$ cat config.mk
export PLATFORM = sky130hd
export DESIGN_NAME = uart_hex_tx
export DESIGN_NICKNAME = d
export VERILOG_FILES = /design/src/rtl/uart_fmt_pkg.sv /design/src/rtl/uart_hex_tx.sv
export SDC_FILE = /design/constraint.sdc
export NUM_CORES = 1
export LEC_CHECK = 0
export BUFFER_PORTS_ARGS = -buffer_cell sky130_fd_sc_hd__buf_2
export CAP_MARGIN = 20
export CORE_MARGIN = 2
export CORE_UTILIZATION = 45
export CTS_BUF_LIST = sky130_fd_sc_hd__clkbuf_8
export DETAILED_ROUTE_END_ITERATION = 8
export HOLD_SLACK_MARGIN = 0.05
export PLACE_DENSITY = 0.7
export REMOVE_ABC_BUFFERS = 1
export SYNTH_ARGS = -nofsm -noshare
export SYNTH_HDL_FRONTEND = slang
export SYNTH_SLANG_ARGS = --single-unit
$ cat constraint.sdc
create_clock -name clk -period 2.75 [get_ports clk]
set_clock_uncertainty 0.1 [all_clocks]
set_input_delay 0.55 -clock clk [delete_from_list [all_inputs] [get_ports clk]]
set_output_delay 0.55 -clock clk [all_outputs]
set_load 0.03 [all_outputs]
$ cat src/rtl/uart_fmt_pkg.sv
// Shared definitions for the hex formatter: ASCII codes, FSM states and
// the nibble-to-ASCII conversion.
package uart_fmt_pkg;

    localparam logic [7:0] CH_0  = 8'h30;
    localparam logic [7:0] CH_X  = 8'h78;
    localparam logic [7:0] CH_A  = 8'h41;
    localparam logic [7:0] CH_CR = 8'h0D;
    localparam logic [7:0] CH_LF = 8'h0A;

    typedef enum logic [2:0] {
        S_IDLE,
        S_PFX0,
        S_PFX1,
        S_DIGIT,
        S_CR,
        S_LF,
        S_DONE
    } state_t;

    // Uppercase hex digits: 0-9 map onto '0'.., 10-15 onto 'A'..
    function automatic logic [7:0] nib2ascii(input logic [3:0] nib);
        if (nib < 4'd10) begin
            return CH_0 + {4'h0, nib};
        end
        return CH_A + {4'h0, nib} - 8'd10;
    endfunction

endpackage

$ cat src/rtl/uart_hex_tx.sv
// Prints one captured word as ASCII hex ("0x" prefix and CR/LF optional)
// into the UART TX FIFO, stalling whenever the FIFO reports full.
module uart_hex_tx
    import uart_fmt_pkg::*;
#(
    parameter int DATA_WIDTH   = 32,
    parameter int SEND_PREFIX  = 1,
    parameter int SEND_NEWLINE = 1
) (
    input  logic                  clk,
    input  logic                  reset,
    input  logic                  start,
    input  logic [DATA_WIDTH-1:0] din,
    output logic                  ready,
    output logic                  done_tick,
    input  logic                  tx_full,
    output logic                  wr_uart,
    output logic [7:0]            w_data
);

    localparam int NDIG = DATA_WIDTH / 4;
    localparam int CW   = (NDIG > 1) ? $clog2(NDIG) : 1;

    state_t                state_q, state_d;
    logic [DATA_WIDTH-1:0] data_q, data_d;
    logic [CW-1:0]         cnt_q, cnt_d;
    logic [3:0]            nib;

    always_ff @(posedge clk or negedge reset) begin
        if (!reset) begin
            state_q <= S_IDLE;
            data_q  <= '0;
            cnt_q   <= '0;
        end else begin
            state_q <= state_d;
            data_q  <= data_d;
            cnt_q   <= cnt_d;
        end
    end

    // Select the nibble addressed by the digit counter (MSB nibble first).
    always_comb begin
        nib = 4'h0;
        for (int i = 0; i < NDIG; i++) begin
            if (cnt_q == CW'(i)) begin
                nib = data_q[4*i +: 4];
            end
        end
    end

    always_comb begin
        state_d   = state_q;
        data_d    = data_q;
        cnt_d     = cnt_q;
        ready     = 1'b0;
        done_tick = 1'b0;
        wr_uart   = 1'b0;
        w_data    = 8'h00;
        case (state_q)
            S_IDLE: begin
                ready = 1'b1;
                if (start) begin
                    data_d  = din;
                    cnt_d   = CW'(NDIG - 1);
                    state_d = (SEND_PREFIX != 0) ? S_PFX0 : S_DIGIT;
                end
            end
            S_PFX0: begin
                w_data  = CH_0;
                wr_uart = ~tx_full;
                if (!tx_full) state_d = S_PFX1;
            end
            S_PFX1: begin
                w_data  = CH_X;
                wr_uart = ~tx_full;
                if (!tx_full) state_d = S_DIGIT;
            end
            S_DIGIT: begin
                w_data  = nib2ascii(nib);
                wr_uart = ~tx_full;
                if (!tx_full) begin
                    if (cnt_q == '0) begin
                        state_d = (SEND_NEWLINE != 0) ? S_CR : S_DONE;
                    end else begin
                        cnt_d = cnt_q - 1'b1;
                    end
                end
            end
            S_CR: begin
                w_data  = CH_CR;
                wr_uart = ~tx_full;
                if (!tx_full) state_d = S_LF;
            end
            S_LF: begin
                w_data  = CH_LF;
                wr_uart = ~tx_full;
                if (!tx_full) state_d = S_DONE;
            end
            S_DONE: begin
                done_tick = 1'b1;
                state_d   = S_IDLE;
            end
            default: state_d = S_IDLE;
        endcase
    end

endmodule

==> results.py <==
metrics = {
    "grt": {
        "grt_pass1_wl_um": 8894,
        "grtUsageTotal": 0.2107,
        "grt_overflow": 0,
        "antenna_found_initial": 0,
        "grt_max_degree": 39,
        "grt_pass1_vias": 1972,
    },
    "timing": {
        "min_period_ps": 3264,
        "finalSetupViolations": 7,
        "fin_crit_sh": 1.187,
        "tightestPinTransition_ps": 826.4,
        "setup_slack_ps": -513.6,
        "rsz0062_at_grt": "yes",
        "tns_ps": -2711,
        "relSlewSlack": 0.4491,
        "hold_viol_final": 0,
        "timing.fmax_mhz": 306.4,
        "slew_viol_final": 0,
    },
    "clock_network": {
        "clk_pin_slew_ps": 80,
        "cts_tree": "built",
        "ctsHoldBuffers": 0,
        "clkLatencyLatePin_ps": 290,
        "cts-htree-levels": 2,
        "cts.path.max_buffers": 2,
        "cts.sinks": 38,
        "cts-root-buf": "clkbuf_8",
        "cts_made_buffers": 5,
    },
    "setup_path": {
        "r2r-start": "cnt_q[0]",
        "cp_slowest_cell": "dfrtp_2",
        "required_ps": 2100,
        "crit_top_cell": "buf_6",
        "worstSetupEndpointType": "output pin",
        "worstSetupPathDepth": 12,
        "start_kind": "register",
        "crit_fanout": 4,
        "worstSetupPathType": "reg2out",
        "cp_cell_sequence": "inv_4 -> ha_4 -> buf_6 -> nand3b_1 -> a221oi_2 -> o21ai_1 -> o41a_2 -> ha_2 -> nor2b_2 -> mux2_4 -> o22ai_2 -> buf_6",
        "crit_arrival_ps": 2610,
        "max_stage_delay_ps": 480,
        "path_buf_inv": 3,
        "rr_worst_depth": 10,
        "critPathLaunch": "cnt_q[0]",
        "critPathTopFamily": "compound AO/OA/AOI/OAI gates",
    },
    "finish": {
        "areaGrowthSynthToFinish_pct": 33.50,
        "fin_cells": 395,
        "final_nets": 369,
        "drive_gt1_frac": 0.3780,
        "diodes": 0,
        "design_area_um2": 2987,
    },
    "synthesis": {
        "yosysSeqAreaShare": 0.4251,
        "async_reset_ff_frac": 1.000,
        "synth_cells": 261,
        "ys_seq_elements": 38,
        "synth_ff_type": "dfrtp_1",
        "synth_cell_types": 54,
        "syn_avg_cell_area_um2": 8.571,
        "synth-edff-count": 0,
        "synth_top_area_frac": 0.4251,
        "synth_warnings": 0,
        "synth_area_leaders": "dfrtp_1 43%, nand2_1 17%, ha_1 3.4%",
        "syn_area_um2": 2237,
        "yosysTopAreaCell": "dfrtp_1",
    },
    "place": {
        "placedInstanceArea_um2": 2586,
        "io_buffers": 45,
        "dp_cells": 375,
        "hpwlAfterDp_um": 3694,
        "dp_slack_ps": -314.5,
        "place.gp.congestion": 0.8360,
    },
    "floorplan": {
        "floorplan.initialDensity": 0.4705,
        "die_y_um": 74.51,
        "ioPinCount": 47,
        "die_w_um": 74.51,
        "core_area_um2": 4755,
        "die-area_um2": 5552,
        "row_count": 25,
    },
    "drt": {
        "drtIter0Drc": 151,
        "routedWlPerCell_um": 13.37,
        "first_pass_iters": 4,
        "drc": 0,
        "wl_um": 5283,
        "viasPerCell": 5.000,
        "num_vias": 1975,
        "ant_nets": 0,
    },
    "flow_run": {
        "maxCapViolCount": 0,
    },
    "pwr": {
        "irDropWorstVdd_uv": 657.5,
        "p_per_area_nw_per_um2": 1395,
        "leakagePower_nw": 1.463,
    },
    "run_status": {
        "failed_checks": "setup timing",
        "outcome": "complete, but fails checks",
    },
    "min_path": {
        "hp-class": "in2async",
    },
}
[per-layer routing]
metal	vias to the layer above	routed length, µm	global-route usage
li1	993	-	-
met4	0	142	0.09127
met2	63	2446	0.3441
met5	-	0	0
met1	906	2405	0.2672
met3	13	289	0.05014
[repair_timing]
item                                    CTS  global route
resized for setup                        29            14
buffers inserted                          9             4
pin swaps                                 8             6
endpoints found under the setup margin    7             7
[cells in the mapped netlist, types with 3 or more instances]
library cell and count:
o21ai_0 10, nand3_1 5, inv_1 13, buf_6 3, a21oi_1 5, nand3b_1 3, nand2_1 103, dfrtp_1 38
nor2b_1 3, buf_2 7, a221oi_2 4, nor2_1 7, ha_1 6
[sequential cells by signal, indices dropped and copies added (netlist names)]
register  cells
data_q       32
state_q       3
cnt_q         3
[layout make-up]
type,instances,area (µm²)
multi-input cells,193,1241
clock buffers,6,82.58
flip-flops and latches,38,953.4
repair buffers,76,514.2
clock inverters,2,60.06
inverters,13,51.30
fillers,442,1768
well taps,67,83.83
[power breakdown]
| group | internal [mW] | switching, mW | total [mW] |
|---|---|---|---|
| clock | 0.387 | 0.198 | 0.585 |
| sequential | 0.814 | 0.231 | 1.05 |
| combinational | 1.22 | 1.32 | 2.54 |
[cell families after synthesis]
logic type | after synthesis | share of synthesized area
XOR/XNOR | 1 | 0.003916
AO/OA/AOI/OAI | 45 | 0.1672
other | 1 | 0.001676
AND/OR/NAND/NOR | 138 | 0.2836
adder cells (fa/ha/maj) | 6 | 0.03356
multiplexers | 2 | 0.01174
flip-flops | 38 | 0.4251
buffers and inverters | 30 | 0.07326
[through the flow]
step,hold WS (ps),total power [mW],utilization
final,247.7,4.165,0.6282
after global routing,310.0,4.468,0.6282
after CTS,273.4,3.985,0.6134
after detailed placement,356.7,3.017,0.5439
after global placement,355.3,2.961,0.5439
after floorplan,154.4,2.338,-
[final timing paths]
path,endpoint,slack [ps]
setup / recovery,w_data[2],-510
hold / removal,state_q[2],250
setup reg to reg,cnt_q[0],670
hold reg to reg,data_q[28],370
max in group asynchronous,cnt_q[0],1730
min in group clk,data_q[18],340
[layout by cell type, fill, tap and decap left out, drive strengths merged, types with 3 or more instances in the layout]
master | netlist | final
nand2 | 103 | 103
buf | 14 | 76
dfrtp | 38 | 38
inv | 13 | 13
o21ai | 11 | 11
nor2 | 8 | 8
a221oi | 6 | 6
clkbuf | 3 | 6
ha | 6 | 6
a21oi | 6 | 6
nand3 | 5 | 5
nor2b | 5 | 5
nand2b | 4 | 4
nand3b | 3 | 3
o211ai | 3 | 3
a22oi | 3 | 3
o22ai | 3 | 3
(Power assumes the default switching activity.)
